--- src/rtl/freq_disp_pkg.sv ---
// Shared types and segment patterns for the frequency display controller.
// Segment patterns are active-low {g,f,e,d,c,b,a}.
package freq_disp_pkg;

  typedef enum logic [1:0] {
    S_NODATA,
    S_VALUE,
    S_OFLO,
    S_UFLO
  } disp_mode_t;

  localparam logic [6:0] SEG_BLANK = 7'h7F;
  localparam logic [6:0] SEG_DASH  = 7'h3F;
  localparam logic [6:0] SEG_O     = 7'h40;
  localparam logic [6:0] SEG_F     = 7'h0E;
  localparam logic [6:0] SEG_U     = 7'h41;
  localparam logic [6:0] SEG_E     = 7'h06;

endpackage

--- src/rtl/sseg_decoder.sv ---
// Combinational BCD digit to active-low seven-segment pattern.
// Codes above 9 are not valid BCD and show 'E'.
module sseg_decoder
  import freq_disp_pkg::*;
(
  input  logic [3:0] bcd,
  output logic [6:0] seg
);

  always_comb begin
    seg = SEG_E;
    case (bcd)
      4'd0: seg = 7'h40;
      4'd1: seg = 7'h79;
      4'd2: seg = 7'h24;
      4'd3: seg = 7'h30;
      4'd4: seg = 7'h19;
      4'd5: seg = 7'h12;
      4'd6: seg = 7'h02;
      4'd7: seg = 7'h78;
      4'd8: seg = 7'h00;
      4'd9: seg = 7'h10;
      default: seg = SEG_E;
    endcase
  end

endmodule

--- src/rtl/freq_display_ctrl.sv ---
// Captures a BCD frequency result and scans it onto a 4-digit common-anode display.
// state    | meaning
// S_NODATA | no result since reset, show "----"
// S_VALUE  | valid result, show digits with leading-zero blanking and DP
// S_OFLO   | last result above range, show "  OF"
// S_UFLO   | last result below range, show "  UF"
module freq_display_ctrl
  import freq_disp_pkg::*;
#(
  parameter int REFRESH_BITS = 18
) (
  input  logic       i_clk,
  input  logic       i_rst_n,
  input  logic       i_start,
  input  logic       i_done,
  input  logic [3:0] i_bcd3,
  input  logic [3:0] i_bcd2,
  input  logic [3:0] i_bcd1,
  input  logic [3:0] i_bcd0,
  input  logic [3:0] i_dp,
  input  logic       i_overflow,
  input  logic       i_underflow,
  output logic [3:0] o_an,
  output logic [7:0] o_sseg,
  output logic       o_stale
);

  disp_mode_t mode_q, mode_d;
  logic [3:0][3:0] digits_q;
  logic [3:0]      dp_q;
  logic [REFRESH_BITS-1:0] refresh_q;
  logic [1:0]      sel;
  logic [3:0]      blank_mask;
  logic            zero_above;
  logic [6:0]      dec_seg;
  logic [7:0]      seg_next;
  logic [3:0]      an_next;

  always_ff @(posedge i_clk or negedge i_rst_n) begin
    if (!i_rst_n) mode_q <= S_NODATA;
    else          mode_q <= mode_d;
  end

  always_comb begin
    mode_d = mode_q;
    if (i_done) begin
      if (i_overflow)       mode_d = S_OFLO;
      else if (i_underflow) mode_d = S_UFLO;
      else                  mode_d = S_VALUE;
    end
  end

  always_ff @(posedge i_clk or negedge i_rst_n) begin
    if (!i_rst_n) begin
      digits_q <= '0;
      dp_q     <= '0;
    end else if (i_done) begin
      digits_q <= {i_bcd3, i_bcd2, i_bcd1, i_bcd0};
      dp_q     <= i_dp;
    end
  end

  // A start in the same cycle as a done still marks the new value as stale.
  always_ff @(posedge i_clk or negedge i_rst_n) begin
    if (!i_rst_n)     o_stale <= 1'b0;
    else if (i_start) o_stale <= 1'b1;
    else if (i_done)  o_stale <= 1'b0;
  end

  always_ff @(posedge i_clk or negedge i_rst_n) begin
    if (!i_rst_n) refresh_q <= '0;
    else          refresh_q <= refresh_q + 1'b1;
  end

  assign sel = refresh_q[REFRESH_BITS-1 -: 2];

  // Blank a digit only if it and everything above it is zero and it sits left of the DP.
  always_comb begin
    blank_mask = '0;
    zero_above = 1'b1;
    for (int k = 3; k >= 1; k--) begin
      zero_above    = zero_above & (digits_q[k] == 4'd0);
      blank_mask[k] = zero_above & ((dp_q[3:2] != 2'b00) | (2'(k) > dp_q[1:0]));
    end
  end

  sseg_decoder u_dec (
    .bcd (digits_q[sel]),
    .seg (dec_seg)
  );

  always_comb begin
    seg_next = {1'b1, SEG_BLANK};
    case (mode_q)
      S_NODATA: seg_next = {1'b1, SEG_DASH};
      S_OFLO: begin
        if (sel == 2'd0)      seg_next = {1'b1, SEG_F};
        else if (sel == 2'd1) seg_next = {1'b1, SEG_O};
      end
      S_UFLO: begin
        if (sel == 2'd0)      seg_next = {1'b1, SEG_F};
        else if (sel == 2'd1) seg_next = {1'b1, SEG_U};
      end
      S_VALUE: begin
        seg_next[6:0] = blank_mask[sel] ? SEG_BLANK : dec_seg;
        seg_next[7]   = (dp_q != {2'b00, sel});
      end
      default: seg_next = {1'b1, SEG_BLANK};
    endcase
  end

  assign an_next = ~(4'b0001 << sel);

  always_ff @(posedge i_clk or negedge i_rst_n) begin
    if (!i_rst_n) begin
      o_an   <= 4'b1111;
      o_sseg <= 8'hFF;
    end else begin
      o_an   <= an_next;
      o_sseg <= seg_next;
    end
  end

endmodule

--- config.mk ---
export PLATFORM = sky130hd
export DESIGN_NAME = freq_display_ctrl
export DESIGN_NICKNAME = d
export VERILOG_FILES = /design/src/rtl/freq_disp_pkg.sv /design/src/rtl/sseg_decoder.sv /design/src/rtl/freq_display_ctrl.sv
export SDC_FILE = /design/constraint.sdc
export NUM_CORES = 1
export LEC_CHECK = 0
export BUFFER_PORTS_ARGS = -buffer_cell sky130_fd_sc_hd__buf_2
export CAP_MARGIN = 40
export CORE_MARGIN = 2
export CORE_UTILIZATION = 45
export CTS_CLUSTER_DIAMETER = 200
export DETAILED_ROUTE_END_ITERATION = 10
export GPL_TIMING_DRIVEN = 0
export HOLD_SLACK_MARGIN = 0.02
export PLACE_DENSITY = 0.68
export SYNTH_ARGS = -nofsm -noshare
export SYNTH_HDL_FRONTEND = slang
export SYNTH_SLANG_ARGS = --single-unit
--- constraint.sdc ---
create_clock -name i_clk -period 1.7 [get_ports i_clk]
set_input_delay 0.085 -clock i_clk [delete_from_list [all_inputs] [get_ports i_clk]]
set_output_delay 0.085 -clock i_clk [all_outputs]
set_load 0.005 [all_outputs]
# [Word-level counts from Yosys, hierarchy flattened]
# Memories as Yosys holds them, arrays and structs flattened.
# Index checks and enable logic that the tools add are counted.
# W data, S select, Z words.
[word_totals] reg_bits=53 latch_bits=0 mem_bits_rw=0 rom_bits=112 in_bits=26 out_inout_bits=13 elab_cells=52 memories=1
[classes] addsub=1 mul=0 n_div=0 n_lt_le_gt_ge=4 n_eq_ne=5 n_shift=1 mux=14 bitwise_logic=9 n_reduce_logical=7
[mem_list] memory="(name not given)" words=16 width=7 read_ports=1 rd_clocked_by_memory_dff=0 write_ports=0 line="sseg_decoder.sv:12" text="case (bcd)"
[op_table] cell="$pmux W8 S4" n=1
[op_table] cell="$mux W7" n=3
[op_table] cell="$add A18 B1 Y18 const B" n=1
[op_table] cell="$logic_not A4 Y1" n=3
[op_table] cell="$mux W6" n=2
[op_table] cell="$bmux W4 S2" n=1
[op_table] cell="$and A1 B1 Y1" n=5
[op_table] cell="$eq A2 B1 Y1 const B" n=2
[op_table] cell="$eq A2 B2 Y1 const B" n=2
[op_table] cell="$gt A2 B2 Y1 const A" n=2
[op_table] cell="$logic_not A2 Y1" n=2
[op_table] cell="$mux W2" n=2
[op_table] cell="$mux W4" n=1
[op_table] cell="$ne A4 B2 Y1" n=1
[op_table] cell="$not A4 Y4" n=1
[op_table] cell="$reduce_bool A2 Y1" n=2
[op_table] cell="$shl A1 B2 Y4 const A" n=1
[op_table] cell="$lt A2 B3 Y1 const B" n=1
[op_table] cell="$mux W1" n=3
[op_table] cell="$or A1 B1 Y1" n=3
[op_table] cell="$bmux W1 S2" n=1
[op_table] cell="$gt A1 B2 Y1 const A" n=1

# [Logic depth before layout (Yosys ltp)]
# Gate-level depths: netlist (run 1).
[depth] word_depth=8 ltp_mapped=8 depth_no_buf=7

# [Hierarchy]
# A second synthesis (run 1) with hierarchy kept.
[hier_totals] cells_unflattened=194 hier_area_um2=2471.1
[modules_own_cells] mod="freq_display_ctrl" instances=1 cells_each=167 area_each_um2=2279.7 seq_area_each_um2=1341.3
[modules_own_cells] mod="sseg_decoder" instances=1 cells_each=27 area_each_um2=191.4 seq_area_each_um2=0.0

# [Least setup slack after synthesis (run 1)]
# Ideal clock, no wire load.
[synth_timing] path_kind="reg2reg" start="register refresh_q[16]" end="register o_sseg[0]" setup_ns=0.082 t_arrival_ns=1.771 required_time_ns=1.618 setup_slack_ns=-0.153 stages_incl_launch_ff=8 n_path_buf=1 synth_period_minus_slack_ns=1.853 path_cell_list="dfrtp_1 buf_6 mux4_1 inv_1 ha_1 mux2i_1 or2_1 a22oi_1"
[synth_via] elab_chain_cells=5 word_cells_on_any_way=12 classes_between="1 x eq/ne; 9 x mux; 1 x reduce/logical; 1 x memory"
[synth_lines] item="from (decl)" line="freq_display_ctrl.sv:31" text="logic [REFRESH_BITS-1:0] refresh_q;"
[synth_lines] item="from (signal assigned)" line="freq_display_ctrl.sv:72" text="else refresh_q <= refresh_q + 1'b1;"
[synth_lines] item="$bmux W4 S2" line="freq_display_ctrl.sv:88" text=".bcd (digits_q[sel]),"
[synth_lines] item="$mux W4 (implied by the code)" line="freq_display_ctrl.sv:88"
[synth_lines] item="$mem_v2 Z16 W7"
[synth_lines] item="$mux W7" line="freq_display_ctrl.sv:105" text="seg_next[6:0] = blank_mask[sel] ? SEG_BLANK : dec_seg;"
[synth_lines] item="$pmux W8 S4 *" line="freq_display_ctrl.sv:94" text="case (mode_q)"
[synth_lines] item="net seg_next[0]" line="freq_display_ctrl.sv:36" text="logic [7:0] seg_next;"
[synth_lines] item="to (signal assigned)" line="freq_display_ctrl.sv:120" text="o_sseg <= seg_next;"
[synth_lines] item="to (decl)" line="freq_display_ctrl.sv:24" text="output logic [7:0] o_sseg,"
# The timed path passes the listed nets; every way through them passes the cells marked *. The select of a mux whose other input is x is not followed.
# A chain may end at the register's enable or synchronous reset.

# [Worst setup path in the final report (run 1)]
# Same ends and word-level chain as after synthesis.

==> impl_results.md, run 1 <==
- P_leak: 1.35 nW
- Clk_lat worst skew: 300 ps
- WL final: 4350 um
- Sw power: 0.579 mW
- CP top delay family: multiplexers
- Layout area overhead: 30.5%
- CTS root buf: clkbuf_8
- RePlAce Congestion: 0.739
- Detailed-route DRC error count: 0
- # port buffers: 37
- Layout cells sized above 1: 0.407
- Max cap viols: 0
- Status: finished, violations left
- Worst slack at placement: -136 ps
- Pint: 1.90 mW
- Synthesized-area fraction occupied by and/or/nand/nor cells: 0.107
- Reg clk slew, reported paths: 90 ps
- CORE AREA: 5070 um^2
- GR Util All Layers: 0.156
- Final period utilization: 1.05
- Diodes inserted: 0
- Post-synth top cells: dfrtp_1, mux2_2, xnor2_1
- Fin crit period: 1780 ps
- Seq/Total Area, Yosys: 0.567
- HP Class: primary input to flip-flop
- Post-DRT Antenna Nets: 0
- Largest family of logic cells by synthesized area: multiplexers
- Crit Path Max Fanout: 6
- Unrepaired setup endpoints after global routing: true
- Distinct cells, synth: 38
- Crit path kind: flip-flop to flip-flop
- Failing checks: setup timing
- Starting Density: 0.466
- Cell area after synthesis: 2360 um^2
- CTS tree: yes
- # fillers: 415
- Final core utilization: 0.608
- Clk_skew: 3.78 ps
- Via/cell ratio: 4.74
- Critical Path Start Type: flip-flop
- Worst-case reg-to-reg path depth: 7
- Post-Synth Adder-Cell Area: 0.0317
- Critical path cell sequence: buf_6, mux4_2, inv_4, ha_4, mux2i_1, or2_1, a22oi_2
- Final hold violation count: 0
- CTS Sinks: 53
- Initial antenna violation count: 0
- Die X: 76.5 um
- Longest Clk Path Bufs: 2
- Worst slew margin: 0.590
- Fmax: 0.562 GHz
- Row cnt: 26
- Synth warnings: 0
- Power Dens Cells: 802 nW/um^2
- Critical path arrival: 2010 ps
- Vias in the first global route: 1548
- Yosys top cell area share: 0.434
- Congestion Overflow GR: 0
- Final worst slack: -79.9 ps
- Final Setup Violations: 4
- Crit path depth: 7
- Register share of total power: 0.558
- Most numerous cell in the Yosys netlist: dfrtp_1
- Hold path cells: 2
- Mux share of post-synthesis cell area: 0.141
- Chip height: 76.5 um
- Clock power frac: 0.303
- Cell count after synthesis: 188
- Avg Inst Size Synth: 12.6 um^2
- Avg WL per Cell: 13.1 um
- Max stage delay on crit path: 570 ps
- Max Transition Viols Final: 0
- Fin area: 3090 um^2
- Seq cells post-synth: 53
- Placed Area: 2660 um^2
- Main flop type after synthesis: dfrtp_1
- First-pass GRT wire length: 7090 um
- First drt pass iteration count: 4
- Switching share of power: 0.234
- Post-synth EDFFs: 0
- Largest net degree at the start of global routing: 28
- Post-Synth XOR/XNOR Area: 0.0667
- Max IR drop VDD: 0.606 mV
- Clock buffer count from CTS: 5
- Slew @ Worst Pin: 615 ps
- CP Buf/Inv Count: 2
- First-iteration detailed-routing DRC count: 39
- Dpl hpwl: 2860 um
- Via count: 1580
- Synth Area in Compound Gates: 0.0566
- Synth async-reset ratio: 1.00
- Worst EP required: 1930 ps
- Top cells by area, synth: dfrtp_1, dfstp_2, mux2_2
- Syn Nets: 220
- Ports: 39
- Comb pwr share: 0.139
- Area leader, netlist: dfrtp_1
- Worst setup EP type: flip-flop
- Die area: 5850 um^2
- Layout net count: 294
- Critical path's slowest cell: mux4_2
- Htree depth: 2
[worst paths after layout]
path                                from            to  slack (ps)
max                        refresh_q[16]     o_sseg[0]         -80
min                            i_bcd1[2]   digits_q[6]          30
max reg2reg                refresh_q[16]     o_sseg[0]         -80
min reg2reg                 refresh_q[0]  refresh_q[0]         450
max in group asynchronous        i_rst_n       o_an[1]         740
min in group asynchronous        i_rst_n  digits_q[10]         330
[layer usage]
metal,share of wire,global-route usage
met3,0.038,0.0332
met4,0.014,0.0655
met1,0.46,0.207
met5,0,0
met2,0.48,0.250
[through the flow]
stage	total power [mW]	std cells	TNS [ps]	hold slack, ps
floorplan	1.56	188	-13.6	-211
global placement	1.66	295	-213	268
detailed placement	1.67	296	-247	135
CTS	2.48	330	-266	25.6
global route	2.59	333	-639	27.2
finish	2.47	333	-165	31.1
[area by class of cell]
| type | instances | area (um^2) | share of cell area |
|---|---|---|---|
| multi-input combinational | 121 | 998 | 0.324 |
| timing repair buffer | 67 | 479 | 0.155 |
| sequential | 53 | 1340 | 0.435 |
| clock inverter | 1 | 5.00 | 0.00162 |
| clock buffer | 7 | 96.3 | 0.0312 |
| buffer | 7 | 46.3 | 0.0150 |
| tap | 70 | 87.6 | 0.0284 |
| inverter | 7 | 31.3 | 0.0101 |
[power groups by stage]
| stage | Combinational [mW] | Sequential (mW) | Clock [mW] |
|---|---|---|---|
| final | 0.344 | 1.38 | 0.750 |
| after global routing | 0.379 | 1.39 | 0.828 |
| after CTS | 0.322 | 1.38 | 0.780 |
| after detailed placement | 0.264 | 1.40 | 0 |
| after global placement | 0.254 | 1.40 | 0 |
| after floorplan | 0.166 | 1.39 | 0 |
[repair_timing]
item	CTS	global route
buffers inserted	5	3
setup endpoints to repair	5	7
hold endpoints to repair	44	0
hold buffers	21	0
gates resized for setup	5	8
pin swaps	0	3
[flip-flops by register name (all words and copies together) (netlist names)]
name / cells
refresh_q: 18
o_an: 4
digits_q: 16
dp_q: 4
o_sseg: 8
o_stale: 1
mode_q: 2
[placed cells by master (no fill, tap or decap), types with 2 or more instances in the layout]
cell type,n
nand2b_1,5
mux2_2,20
nor2_1,9
clkbuf_8,7
nand2_1,12
inv_1,4
a21oi_2,2
clkbuf_1,3
dfstp_2,12
dlygate4sd3_1,21
a21oi_1,6
nor4_1,2
buf_2,38
mux4_2,4
nor2b_1,2
a31oi_1,2
ha_1,2
dfrtp_1,41
nand3_1,9
buf_4,8
buf_6,3
and3_1,3
o21ai_1,4
xor2_1,4
ha_4,3
o21ai_0,2
xnor2_1,14
and4_1,2
inv_4,2
[logic make-up after synthesis]
kind of cell | after synthesis
AOI/OAI and AO/OA | 22
xor gates and xnor gates | 18
adders and majority gates | 6
buffers and inverters | 14
DFF | 53
muxes | 25
and+or+nand+nor | 50
No activity file was read; power rests on OpenSTA's default activity.
==> run 2, diff against run 1 <==
--- a/config.mk
+++ b/config.mk
@@ -7,7 +7,7 @@
 export LEC_CHECK = 0
 export BUFFER_PORTS_ARGS = -buffer_cell sky130_fd_sc_hd__buf_2
 export CAP_MARGIN = 40
-export CORE_MARGIN = 2
+export CORE_MARGIN = 1
 export CORE_UTILIZATION = 45
 export CTS_CLUSTER_DIAMETER = 200
 export DETAILED_ROUTE_END_ITERATION = 10
@@ -17,3 +17,4 @@
 export SYNTH_ARGS = -nofsm -noshare
 export SYNTH_HDL_FRONTEND = slang
 export SYNTH_SLANG_ARGS = --single-unit
+export TNS_END_PERCENT = 30
==> run 2 against run 1 <==
Sequential share of layout area fell by 0.14 points. Largest power group unchanged. Register-to-register slack got worse by 20 ps. Non-clock buffer count rose by 2. Cell area rose by 0.32%. Hold slack improved by 34 ps. The flow still finishes with violations (setup timing). Core utilization rose by 0.20 points. Highest routed layer unchanged. Wire length fell by 0.71%.
==> impl_results.md, run 2 (same netlist as run 1, synthesis figures left out) <==
- Status: finished, violations left
- Failing checks: setup timing
- Clk_skew: 9.68 ps (+5.91 ps)
- Vias in the first global route: 1501 (-3.0%)
- Crit Path Max Fanout: 5 (-1)
- Diodes inserted: 0 (unchanged)
- CTS tree: yes
- Chip height: 74.5 um (-2.6%)
- Via/cell ratio: 4.90 (+3.2%)
- P_leak: 1.34 nW (-0.45%)
- Unrepaired setup endpoints after global routing: true
- Htree depth: 2 (unchanged)
- Avg WL per Cell: 12.9 um (-1.3%)
- Final hold violation count: 0 (unchanged)
- WL final: 4320 um (-0.71%)
- Worst setup EP type: flip-flop
- Critical path arrival: 2040 ps (+30 ps)
- Critical Path Start Type: flip-flop
- Fin area: 3100 um^2 (+0.32%)
- Clock buffer count from CTS: 5 (unchanged)
- Clk_lat worst skew: 310 ps (about the same)
- First-iteration detailed-routing DRC count: 50 (+28%)
- CORE AREA: 5070 um^2 (unchanged)
- Worst slack at placement: -169 ps (-32.1 ps)
- Most flop-heavy register: refresh_q
- Reg clk slew, reported paths: 100 ps (about the same)
- Max FFs per register: 18 (unchanged)
- Congestion Overflow GR: 0 (unchanged)
- Pwr Total: 2.44 mW (-1.6%)
- CTS Sinks: 53 (unchanged)
- Die X: 74.5 um (-2.6%)
- Power Dens Cells: 787 nW/um^2 (-1.9%)
- Die area: 5550 um^2 (-5.2%)
- Fin crit period: 1800 ps (+17.8 ps)
- Worst slew margin: 0.597 (+0.00767)
- Starting Density: 0.466 (unchanged)
- Top Registers: refresh_q (18), digits_q (16), o_sseg (8)
- Row cnt: 26 (unchanged)
- Layout area overhead: 30.9%
- Final worst slack: -97.7 ps (-17.8 ps)
- Hold path cells: 3 (+1)
- Initial antenna violation count: 0 (unchanged)
- Max IR drop VDD: 0.413 mV (-32%)
- Placed Area: 2660 um^2 (unchanged)
- Max Transition Viols Final: 0 (unchanged)
- Longest Clk Path Bufs: 2 (unchanged)
- Commonest non-fill, non-tap cell in the layout: dfrtp_1
- HP Class: primary input to flip-flop
- # port buffers: 37 (unchanged)
- CTS root buf: clkbuf_8
- First drt pass iteration count: 4 (unchanged)
- Crit path kind: flip-flop to flip-flop
- RePlAce Congestion: 0.823 (+11%)
- Final Setup Violations: 7 (+3)
- Largest net degree at the start of global routing: 28 (unchanged)
- First-pass GRT wire length: 7060 um (-0.49%)
- Dpl hpwl: 2880 um (+0.79%)
- Slew @ Worst Pin: 604 ps (-11.5 ps)
- Detailed-route DRC error count: 0 (unchanged)
- Worst EP required: 1940 ps (about the same)
- Final core utilization: 0.610 (+0.00197)
- Final period utilization: 1.06 (+0.0104)
- GR Util All Layers: 0.172 (+0.0158)
- Via count: 1641 (+3.9%)
- Most frequent cells in the layout: dfrtp_1, buf_2, dlygate4sd3_1
- Layout net count: 296 (+0.68%)
- Ports: 39 (unchanged)
- Layout cells sized above 1: 0.400 (-0.00684)
- Post-DRT Antenna Nets: 0 (unchanged)
- Max cap viols: 0 (unchanged)
- Worst-case reg-to-reg path depth: 7 (unchanged)
- Fmax: 0.556 GHz (-0.99%)
-- run 2: final timing paths --
| kind | start | to | slack [ps] |
|---|---|---|---|
| worst max-delay path | refresh_q[16] | o_sseg[0] | -100 |
| worst min-delay path | i_underflow | mode_q[1] | 60 |
| worst max register to register | refresh_q[16] | o_sseg[0] | -100 |
| worst min register to register | refresh_q[0] | refresh_q[0] | 460 |
| max in group asynchronous | i_rst_n | o_an[1] | 770 |
| min in group asynchronous | i_rst_n | refresh_q[16] | 310 |
-- run 2: layout make-up --
| type | instances | area, um^2 |
|---|---|---|
| buffer | 7 | 46.3 |
| clock buffer | 5 | 68.8 |
| clock inverter | 3 | 22.5 |
| fill | 440 | 1980 |
| inverter | 7 | 30.0 |
| multi-input combinational | 121 | 1000 |
| sequential | 53 | 1340 |
| tap | 70 | 87.6 |
| timing repair buffer | 69 | 499 |
-- run 2: worst max-delay path, stage by stage (launching register included) --
cell     delay (ps)
dfrtp_1         360
buf_6           120
mux4_2          570
inv_4           110
ha_4            130
mux2i_1          50
or2_1           240
a22oi_2         150
-- run 2: report_power, final --
group	switching (mW)	internal [mW]	leakage, nW	total, mW
registers	0.0429	1.34	0.629	1.38
clock network	0.423	0.289	0.0364	0.713
logic	0.152	0.192	0.676	0.344
total	0.618	1.82	1.34	2.44
-- run 2: timing repair --
item,4_1_cts,5_1_grt
pin swaps,1,3
setup buffers,5,3
hold endpoints to repair,45,1
endpoints found under the setup margin,7,7
resized for setup,5,6
hold buffers,22,1
-- run 2: metrics by stage --
stage                     TNS, ps  instances  hold slack, ps
final                        -418        335            64.9
after global routing         -974        335            82.5
after CTS                    -324        331            22.2
after detailed placement     -351        296             137
after global placement       -199        295             267
after floorplan             -13.6        188            -211
-- run 2: layer usage --
metal,up-vias,GRT usage,part of all wire
met2,36,0.273,0.49
met5,-,0,0
met3,6,0.0420,0.036
met4,0,0.0692,0.016
li1,799,-,-
met1,800,0.227,0.46
